[src/rtl/mc_controller_ws_pkg.sv]
// Shared types and constants for the multicycle ARM controller: FSM states,
// ALU operation codes, data-processing command codes and condition evaluation.
package mc_ctrl_pkg;

   typedef enum logic [3:0] {
      S_FETCH  = 4'd0,
      S_DECODE = 4'd1,
      S_MEMADR = 4'd2,
      S_MEMRD  = 4'd3,
      S_MEMWB  = 4'd4,
      S_MEMWR  = 4'd5,
      S_EXECR  = 4'd6,
      S_EXECI  = 4'd7,
      S_ALUWB  = 4'd8,
      S_BRANCH = 4'd9,
      S_MULEX  = 4'd10,
      S_MULWB  = 4'd11
   } state_e;

   typedef enum logic [2:0] {
      ALU_ADD = 3'b000,
      ALU_SUB = 3'b001,
      ALU_AND = 3'b010,
      ALU_ORR = 3'b011,
      ALU_MUL = 3'b100
   } alu_ctrl_e;

   localparam logic [3:0] CMD_AND = 4'b0000;
   localparam logic [3:0] CMD_SUB = 4'b0010;
   localparam logic [3:0] CMD_ADD = 4'b0100;
   localparam logic [3:0] CMD_CMP = 4'b1010;
   localparam logic [3:0] CMD_ORR = 4'b1100;

   localparam logic [3:0] COND_EQ = 4'b0000;
   localparam logic [3:0] COND_NE = 4'b0001;
   localparam logic [3:0] COND_CS = 4'b0010;
   localparam logic [3:0] COND_CC = 4'b0011;
   localparam logic [3:0] COND_MI = 4'b0100;
   localparam logic [3:0] COND_PL = 4'b0101;
   localparam logic [3:0] COND_VS = 4'b0110;
   localparam logic [3:0] COND_VC = 4'b0111;
   localparam logic [3:0] COND_HI = 4'b1000;
   localparam logic [3:0] COND_LS = 4'b1001;
   localparam logic [3:0] COND_GE = 4'b1010;
   localparam logic [3:0] COND_LT = 4'b1011;
   localparam logic [3:0] COND_GT = 4'b1100;
   localparam logic [3:0] COND_LE = 4'b1101;
   localparam logic [3:0] COND_AL = 4'b1110;

   // nzcv is {N, Z, C, V}; the reserved 1111 code never executes.
   function automatic logic cond_check(input logic [3:0] cond, input logic [3:0] nzcv);
      logic n, z, c, v;
      {n, z, c, v} = nzcv;
      case (cond)
         COND_EQ: cond_check = z;
         COND_NE: cond_check = ~z;
         COND_CS: cond_check = c;
         COND_CC: cond_check = ~c;
         COND_MI: cond_check = n;
         COND_PL: cond_check = ~n;
         COND_VS: cond_check = v;
         COND_VC: cond_check = ~v;
         COND_HI: cond_check = c & ~z;
         COND_LS: cond_check = ~c | z;
         COND_GE: cond_check = (n == v);
         COND_LT: cond_check = (n != v);
         COND_GT: cond_check = ~z & (n == v);
         COND_LE: cond_check = z | (n != v);
         COND_AL: cond_check = 1'b1;
         default: cond_check = 1'b0;
      endcase
   endfunction

endpackage

[src/rtl/mc_controller_ws_if.sv]
// Controller-to-datapath bundle: instruction/flag/memory-ready inputs and all control strobes.
interface mc_controller_ws_if;
   logic [31:0] Instr;
   logic [3:0]  ALUFlags;
   logic        MemReady;
   logic        PCWrite;
   logic        MemWrite;
   logic        RegWrite;
   logic        IRWrite;
   logic        AdrSrc;
   logic [1:0]  RegSrc;
   logic        ALUSrcA;
   logic [1:0]  ALUSrcB;
   logic [1:0]  ResultSrc;
   logic [1:0]  ImmSrc;
   logic [2:0]  ALUControl;
   logic        MulEn;
   logic        opMul;
   logic [3:0]  Flags;
   logic        Undef;
   logic [3:0]  state;

   modport master (
      output Instr, ALUFlags, MemReady,
      input  PCWrite, MemWrite, RegWrite, IRWrite, AdrSrc, RegSrc, ALUSrcA, ALUSrcB,
             ResultSrc, ImmSrc, ALUControl, MulEn, opMul, Flags, Undef, state
   );

   modport slave (
      input  Instr, ALUFlags, MemReady,
      output PCWrite, MemWrite, RegWrite, IRWrite, AdrSrc, RegSrc, ALUSrcA, ALUSrcB,
             ResultSrc, ImmSrc, ALUControl, MulEn, opMul, Flags, Undef, state
   );
endinterface

[src/rtl/mc_controller_ws_cond_unit.sv]
// NZCV flag register, condition evaluation against the registered flags, and
// CondEx gating of the architectural write strobes.
module cond_unit
   import mc_ctrl_pkg::*;
(
   input  logic       clk,
   input  logic       reset,
   input  logic [3:0] cond_i,
   input  logic [3:0] alu_flags_i,
   input  logic [1:0] flag_w_i,
   input  logic       pcs_i,
   input  logic       reg_w_i,
   input  logic       mem_w_i,
   input  logic       next_pc_i,
   output logic       pc_write_o,
   output logic       reg_write_o,
   output logic       mem_write_o,
   output logic [3:0] flags_o
);

   logic [3:0] flags_q, flags_d;
   logic       cond_ex;

   assign cond_ex = cond_check(cond_i, flags_q);

   always_comb begin
      flags_d = flags_q;
      if (flag_w_i[1] && cond_ex) flags_d[3:2] = alu_flags_i[3:2];
      if (flag_w_i[0] && cond_ex) flags_d[1:0] = alu_flags_i[1:0];
   end

   // NOTE: state registers use non-blocking (<=) so every flop samples pre-edge values.
   always_ff @(posedge clk or posedge reset) begin
      if (reset) flags_q <= '0;
      else       flags_q <= flags_d;
   end

   assign pc_write_o  = next_pc_i | (pcs_i & cond_ex);
   assign reg_write_o = reg_w_i & cond_ex;
   assign mem_write_o = mem_w_i & cond_ex;
   assign flags_o     = flags_q;

endmodule

[src/rtl/mc_controller_ws.sv]
// Multicycle ARM control unit: main FSM with memory wait states, iterative multiply
// sequencing, ALU decoder and undefined-op trap; flag handling lives in cond_unit.
module mc_controller_ws
   import mc_ctrl_pkg::*;
#(
   parameter int MUL_CYCLES = 4,
   parameter bit MUL_EN     = 1'b1,
   parameter int CNT_W      = 3
) (
   input  logic               clk,
   input  logic               reset,
   mc_controller_ws_if.slave  bus
);

   localparam logic [CNT_W-1:0] CNT_LAST = CNT_W'(MUL_CYCLES - 1);

   state_e           state_q, state_d;
   logic [CNT_W-1:0] cnt_q, cnt_d;

   logic [1:0] op;
   logic [5:0] funct;
   logic [3:0] cmd;
   logic       is_mul;
   logic       unused_instr;

   alu_ctrl_e  alu_dec, alu_control;
   logic       no_write, s_bit, arith;

   logic       ir_write, next_pc, adr_src, alu_src_a, reg_w, mem_w, branch;
   logic       mul_en, op_mul, undef, pcs;
   logic [1:0] alu_src_b, result_src, flag_w;
   logic       pc_write, reg_write, mem_write;

   assign op           = bus.Instr[27:26];
   assign funct        = bus.Instr[25:20];
   assign cmd          = funct[4:1];
   assign is_mul       = MUL_EN && (bus.Instr[7:4] == 4'b1001) && (cmd == 4'b0000);
   assign unused_instr = ^{bus.Instr[19:16], bus.Instr[11:8], bus.Instr[3:0]};

   always_comb begin
      alu_dec  = ALU_AND;
      no_write = 1'b0;
      case (cmd)
         CMD_ADD: alu_dec = ALU_ADD;
         CMD_SUB: alu_dec = ALU_SUB;
         CMD_ORR: alu_dec = ALU_ORR;
         CMD_CMP: begin
            alu_dec  = ALU_SUB;
            no_write = 1'b1;
         end
         default: alu_dec = ALU_AND;
      endcase
      s_bit = funct[0] | (cmd == CMD_CMP);
      arith = (cmd == CMD_ADD) || (cmd == CMD_SUB) || (cmd == CMD_CMP);
   end

   always_ff @(posedge clk or posedge reset) begin
      if (reset) begin
         state_q <= S_FETCH;
         cnt_q   <= '0;
      end else begin
         state_q <= state_d;
         cnt_q   <= cnt_d;
      end
   end

   // NOTE: every output of this block gets a default first, so no path can infer a latch.
   always_comb begin
      state_d     = state_q;
      cnt_d       = cnt_q;
      ir_write    = 1'b0;
      next_pc     = 1'b0;
      adr_src     = 1'b0;
      alu_src_a   = 1'b0;
      alu_src_b   = 2'b00;
      result_src  = 2'b00;
      alu_control = ALU_ADD;
      reg_w       = 1'b0;
      mem_w       = 1'b0;
      branch      = 1'b0;
      flag_w      = 2'b00;
      mul_en      = 1'b0;
      op_mul      = 1'b0;
      undef       = 1'b0;
      case (state_q)
         S_FETCH: begin
            alu_src_a  = 1'b1;
            alu_src_b  = 2'b10;
            result_src = 2'b10;
            ir_write   = bus.MemReady;
            next_pc    = bus.MemReady;
            if (bus.MemReady) state_d = S_DECODE;
         end
         S_DECODE: begin
            alu_src_a  = 1'b1;
            alu_src_b  = 2'b10;
            result_src = 2'b10;
            case (op)
               2'b01:   state_d = S_MEMADR;
               2'b10:   state_d = S_BRANCH;
               2'b11: begin
                  undef   = 1'b1;
                  state_d = S_FETCH;
               end
               default: state_d = funct[5] ? S_EXECI : (is_mul ? S_MULEX : S_EXECR);
            endcase
         end
         S_MEMADR: begin
            alu_src_b = 2'b01;
            state_d   = funct[0] ? S_MEMRD : S_MEMWR;
         end
         S_MEMRD: begin
            adr_src = 1'b1;
            if (bus.MemReady) state_d = S_MEMWB;
         end
         S_MEMWR: begin
            adr_src = 1'b1;
            mem_w   = bus.MemReady;
            if (bus.MemReady) state_d = S_FETCH;
         end
         S_MEMWB: begin
            result_src = 2'b01;
            reg_w      = 1'b1;
            state_d    = S_FETCH;
         end
         S_EXECR, S_EXECI: begin
            alu_src_b   = (state_q == S_EXECI) ? 2'b01 : 2'b00;
            alu_control = alu_dec;
            flag_w      = {s_bit, s_bit & arith};
            state_d     = S_ALUWB;
         end
         S_ALUWB: begin
            reg_w   = ~no_write;
            state_d = S_FETCH;
         end
         S_BRANCH: begin
            alu_src_b  = 2'b01;
            result_src = 2'b10;
            branch     = 1'b1;
            state_d    = S_FETCH;
         end
         S_MULEX: begin
            mul_en = 1'b1;
            if (cnt_q == CNT_LAST) begin
               cnt_d   = '0;
               state_d = S_MULWB;
            end else begin
               cnt_d = cnt_q + 1'b1;
            end
         end
         S_MULWB: begin
            op_mul      = 1'b1;
            reg_w       = 1'b1;
            alu_control = ALU_MUL;
            flag_w      = {funct[0], 1'b0};
            state_d     = S_FETCH;
         end
         default: state_d = S_FETCH;
      endcase
   end

   assign pcs = branch | (reg_w & (bus.Instr[15:12] == 4'hF));

   cond_unit u_cond (
      .clk         (clk),
      .reset       (reset),
      .cond_i      (bus.Instr[31:28]),
      .alu_flags_i (bus.ALUFlags),
      .flag_w_i    (flag_w),
      .pcs_i       (pcs),
      .reg_w_i     (reg_w),
      .mem_w_i     (mem_w),
      .next_pc_i   (next_pc),
      .pc_write_o  (pc_write),
      .reg_write_o (reg_write),
      .mem_write_o (mem_write),
      .flags_o     (bus.Flags)
   );

   // FETCH raises IRWrite from MemReady alone, so strobes are masked while reset is held.
   assign bus.IRWrite    = ir_write  & ~reset;
   assign bus.PCWrite    = pc_write  & ~reset;
   assign bus.MemWrite   = mem_write & ~reset;
   assign bus.RegWrite   = reg_write & ~reset;
   assign bus.MulEn      = mul_en    & ~reset;
   assign bus.opMul      = op_mul    & ~reset;
   assign bus.Undef      = undef     & ~reset;
   assign bus.AdrSrc     = adr_src;
   assign bus.ALUSrcA    = alu_src_a;
   assign bus.ALUSrcB    = alu_src_b;
   assign bus.ResultSrc  = result_src;
   assign bus.ALUControl = alu_control;
   assign bus.ImmSrc     = op;
   assign bus.RegSrc     = {op == 2'b01, op == 2'b10};
   assign bus.state      = state_q;

endmodule

[src/flat_wrapper.sv]
// flat-port wrapper written by rule: the top's interface ports become plain ports
module mc_controller_ws_flat import mc_ctrl_pkg::*;
#(
   parameter int MUL_CYCLES = 4,
   parameter bit MUL_EN     = 1'b1,
   parameter int CNT_W      = 3
)
  (clk, reset, bus_Instr, bus_ALUFlags, bus_MemReady, bus_PCWrite, bus_MemWrite, bus_RegWrite, bus_IRWrite, bus_AdrSrc, bus_RegSrc, bus_ALUSrcA, bus_ALUSrcB, bus_ResultSrc, bus_ImmSrc, bus_ALUControl, bus_MulEn, bus_opMul, bus_Flags, bus_Undef, bus_state);
  mc_controller_ws_if bus_i ();
  input  logic clk;
  input  logic reset;
  input wire logic [$bits(bus_i.Instr)-1:0] bus_Instr;
  input wire logic [$bits(bus_i.ALUFlags)-1:0] bus_ALUFlags;
  input wire logic [$bits(bus_i.MemReady)-1:0] bus_MemReady;
  output wire logic [$bits(bus_i.PCWrite)-1:0] bus_PCWrite;
  output wire logic [$bits(bus_i.MemWrite)-1:0] bus_MemWrite;
  output wire logic [$bits(bus_i.RegWrite)-1:0] bus_RegWrite;
  output wire logic [$bits(bus_i.IRWrite)-1:0] bus_IRWrite;
  output wire logic [$bits(bus_i.AdrSrc)-1:0] bus_AdrSrc;
  output wire logic [$bits(bus_i.RegSrc)-1:0] bus_RegSrc;
  output wire logic [$bits(bus_i.ALUSrcA)-1:0] bus_ALUSrcA;
  output wire logic [$bits(bus_i.ALUSrcB)-1:0] bus_ALUSrcB;
  output wire logic [$bits(bus_i.ResultSrc)-1:0] bus_ResultSrc;
  output wire logic [$bits(bus_i.ImmSrc)-1:0] bus_ImmSrc;
  output wire logic [$bits(bus_i.ALUControl)-1:0] bus_ALUControl;
  output wire logic [$bits(bus_i.MulEn)-1:0] bus_MulEn;
  output wire logic [$bits(bus_i.opMul)-1:0] bus_opMul;
  output wire logic [$bits(bus_i.Flags)-1:0] bus_Flags;
  output wire logic [$bits(bus_i.Undef)-1:0] bus_Undef;
  output wire logic [$bits(bus_i.state)-1:0] bus_state;
  assign bus_i.Instr = bus_Instr;
  assign bus_i.ALUFlags = bus_ALUFlags;
  assign bus_i.MemReady = bus_MemReady;
  assign bus_PCWrite = bus_i.PCWrite;
  assign bus_MemWrite = bus_i.MemWrite;
  assign bus_RegWrite = bus_i.RegWrite;
  assign bus_IRWrite = bus_i.IRWrite;
  assign bus_AdrSrc = bus_i.AdrSrc;
  assign bus_RegSrc = bus_i.RegSrc;
  assign bus_ALUSrcA = bus_i.ALUSrcA;
  assign bus_ALUSrcB = bus_i.ALUSrcB;
  assign bus_ResultSrc = bus_i.ResultSrc;
  assign bus_ImmSrc = bus_i.ImmSrc;
  assign bus_ALUControl = bus_i.ALUControl;
  assign bus_MulEn = bus_i.MulEn;
  assign bus_opMul = bus_i.opMul;
  assign bus_Flags = bus_i.Flags;
  assign bus_Undef = bus_i.Undef;
  assign bus_state = bus_i.state;
  mc_controller_ws #(.MUL_CYCLES(MUL_CYCLES), .MUL_EN(MUL_EN), .CNT_W(CNT_W)) u_core (.clk(clk), .reset(reset), .bus(bus_i));
endmodule
[config.mk]
export PLATFORM = sky130hd
export DESIGN_NAME = mc_controller_ws_flat
export DESIGN_NICKNAME = d
export VERILOG_FILES = /design/src/rtl/mc_controller_ws_pkg.sv /design/src/rtl/mc_controller_ws_if.sv /design/src/rtl/mc_controller_ws_cond_unit.sv /design/src/rtl/mc_controller_ws.sv /design/src/flat_wrapper.sv
export SDC_FILE = /design/constraint.sdc
export NUM_CORES = 1
export LEC_CHECK = 0
export BUFFER_PORTS_ARGS = -buffer_cell sky130_fd_sc_hd__buf_4
export CAP_MARGIN = 0
export CORE_ASPECT_RATIO = 2
export CORE_UTILIZATION = 40
export CTS_BUF_LIST = sky130_fd_sc_hd__clkbuf_2
export DETAILED_ROUTE_END_ITERATION = 6
export PLACE_DENSITY = 0.86
export SLEW_MARGIN = 20
export SYNTH_ARGS = -nofsm -noshare
export SYNTH_HDL_FRONTEND = slang
export SYNTH_SLANG_ARGS = --single-unit
[constraint.sdc]
create_clock -name clk -period 2.99 [get_ports clk]
set_clock_uncertainty 0.15 [all_clocks]
set_input_delay 0.897 -clock clk [delete_from_list [all_inputs] [get_ports clk]]
set_output_delay 0.897 -clock clk [all_outputs]
set_load 0.03 [all_outputs]
==> impl_results.md <==
* Final nets at between 200 and 250
* Top cell type's share of synthesized area at 24.4%
* Final Power at roughly 1.0 mW
* # DRC at 0
* Startpoint Class: input pin
* Comb pwr share at between 60 and 70%
* Max Cap Viol at 0
* Critical path class: in -> out
* Finished Cell Area at 0.00175 sq mm
* GR Util All Layers at 24.7%
* Synth area leaders: dfrtp_1 24%, o21ai_0 5.8%, nor2_1 5.3%
* Clk Tree Root Cell: clkbuf_2
* # hold bufs at CTS at 0
* EDFF count, synth at 0
* Unrepaired setup endpoints after global routing: true
* Fin. Hold Viols at 0
* Final max-slew violation count at 0
* Fin crit period at 3330 ps
* Vias per inst at 5.79
* Layout area overhead at 55.3%
* Sink Count at 11
* DRT iter0 DRCs at 61
* Required @ worst endpoint at about 1900 ps
* Post-Syn Area at around 0.0011 sq mm
* # fillers at slightly above 200
* Worst vdd ir at 0.000345 V
* First-pass GRT wire length at approximately 5.5 mm
* Clock-pin transition on the worst setup and hold timing paths at 90 ps
* Post-synthesis async set-or-reset flop share at 100%
* Vias in the first global route at roughly 1300
* Max Root-Sink Buffers at 2
* Layout cells sized above 1 at 44.7%
* Via Count at between 1000 and 1500
* Final period utilization at 112%
* Register area share after synthesis at approximately a quarter
* Failing checks: setup timing
* Number of synthesized register bits at 11
* Final ANT Viol Nets at 0
* Rel. slew slack at 64.3%
* Fmax at 300 MHz
* Detailed placement HPWL at 2.78 mm
* Hold/Removal Path Class: reg -> reg
* Pin count of the biggest net entering global routing at 19
* Outcome: finished with violations
* Total congestion overflow at 0
* Endpoints failing setup at 3
* Chip width at roughly 40 um
* Largest area contributor in the synthesized netlist: dfrtp_1
* Syn Nets at 181
* Core Util, Final at about two thirds
* Starting density of the core at between 40% and 50%
* ANT cells at 0
* Tightest Pin Transition at roughly 540 ps
* CTS buffer count at 3
* Final worst slack at -345 ps
* Clk_lat worst skew at roughly 260 ps
* Sequential share of power at 26.6%
* DIE HEIGHT at a little under 80 um
* DIE AREA at ~0.003 sq mm
* Sw Ratio at between 40% and 50%
* Initial antenna violation count at 0
* Core footprint at 0.00260 sq mm
* Final wirelength at around 3.5 mm
* Placed standard-cell area at roughly 0.0017 sq mm
* Clock share of power at a little under 8%
* Max H-tree Level at 1
* WP data arrival at roughly 2300 ps
* Synth unique cells at between 40 and 50
* Int Pwr at around 0.53 mW
* PortBufs at between 50 and 60
* Synth warn at 0
* DR WL/cell at ~15 um
* Power per cell area at slightly below 600 mW/mm^2
* Post-synth top flop: dfrtp_1
* P_leak at between 0.8 and 0.9 nW
* Crit path capture type: primary output
* I/O pin cnt at 67
* Post-Synthesis Cells at 141
* Routability cong. at about 0.85
* Crit path max fanout at 5
* # rows at 26
* CP peak stage delay at approximately 400 ps
* CP Cell Sequence: buf_8 > a211oi_2 > nand2_1 > a311o_1 > and3_4 > nor4b_4 > buf_6
* Switch Pwr at 0.510 mW
* Avg Inst Size Synth at approximately 8 sq um
* 1st-pass router iterations at 4
* Slowest stage cell, crit path: a311o_1
* CTS tree: yes
==> cells by family after synthesis <==
logic type | Yosys count | synth area share, %
XOR/XNOR | 4 | 3.10
adder cells (fa/ha/maj) | 1 | 1.11
multiplexers | 9 | 8.65
buffers and inverters | 17 | 9.09
AO/OA/AOI/OAI | 35 | 20.3
flip-flops | 11 | 24.4
AND/OR/NAND/NOR | 64 | 33.4
==> worst max-delay path: cells and delay by family <==
kind,cells,cell delay (ps)
compound gates,2,600
simple gates,3,530
buf+inv,2,270
==> power by group through the flow <==
stage               sequential, mW  combinational [mW]  clock [mW]
global route                 0.287               0.729      0.0952
floorplan                    0.292               0.432           0
global placement             0.272               0.642           0
finish                       0.275               0.679      0.0806
detailed placement           0.276               0.659           0
CTS                          0.273               0.674      0.0856
==> cells in the final DEF (no fill, tap or decap), drive strengths merged, types with 2 or more instances in the layout <==
cell	instances
and3	3
nor2	16
dfrtp	11
a211oi	2
inv	7
a21oi	6
nor4bb	2
buf	73
mux2	6
a32oi	2
nand3b	2
a31oi	3
xnor2	3
and4bb	2
nand2b	3
clkbuf	4
nor2b	6
nor4b	2
nor3b	2
nand2	11
mux2i	3
nor3	7
o21ai	13
==> worst paths after layout <==
check / from / to / slack [ps] / cells past startpoint
max: bus_Instr[30] / bus_MemWrite / -340 / 7
min: u_core.cnt_q[2] / u_core.cnt_q[2] / 350 / 2
max reg2reg: u_core.u_cond.flags_o[0] / u_core.u_cond.flags_o[3] / 650 / 7
min reg2reg: u_core.cnt_q[2] / u_core.cnt_q[2] / 350 / 2
max in group asynchronous: reset / u_core.cnt_q[0] / 1990 / 3
min in group asynchronous: reset / u_core.u_cond.flags_o[0] / 570 / 3
==> through the flow <==
step | TNS (ps) | hold slack [ps] | setup slack [ps] | instances
after global placement | -876 | 337 | -350 | 230
final | -826 | 355 | -345 | 236
after global routing | -1060 | 370 | -445 | 236
after floorplan | -675 | 325 | -352 | 141
after detailed placement | -979 | 346 | -380 | 230
after CTS | -813 | 359 | -346 | 236
==> layout make-up <==
cell class / instances / area, sq um / area share (%)
well taps: 28 / 35.0 / 2.00
clock buffers: 4 / 20.0 / 1.14
repair buffers: 73 / 578 / 33.0
multi-input cells: 113 / 818 / 46.7
inverters: 7 / 26.3 / 1.50
flip-flops and latches: 11 / 275 / 15.7
==> state kept, by name (all words and copies together), names as in the netlist <==
name	flops
u_core.cnt_q	3
u_core.u_cond.flags_o	4
u_core.bus.state	4
==> synthesized netlist by cell type (2+ instances only) <==
cell / number
nor2_1: 16
o21ai_0: 13
dfrtp_1: 11
nand2_1: 11
inv_1: 7
nor3_1: 7
a21oi_1: 6
nor2b_1: 6
mux2_1: 4
a31oi_1: 3
buf_4: 3
mux2i_1: 3
nand2b_1: 3
xnor2_1: 3
a211oi_1: 2
and3_2: 2
and4bb_2: 2
buf_2: 2
buf_6: 2
clkbuf_1: 2
mux2_2: 2
nand3b_1: 2
nor3b_1: 2
nor4bb_1: 2
==> per-layer routing <==
layer	vias up	GRT usage, %	share of wire (%)
met5	-	0	0
met3	10	2.89	5.8
met1	652	25.1	35
met4	0	14.1	2.9
li1	646	-	-
met2	59	43.4	56
==> timing repair <==
| action | in CTS | in global routing |
|---|---|---|
| pin swaps | 6 | 3 |
| buffers inserted | 2 | 0 |
| endpoints found under the setup margin | 3 | 3 |
| gates resized for setup | 7 | 2 |
Note: power is estimated with default switching activity, not from simulation.
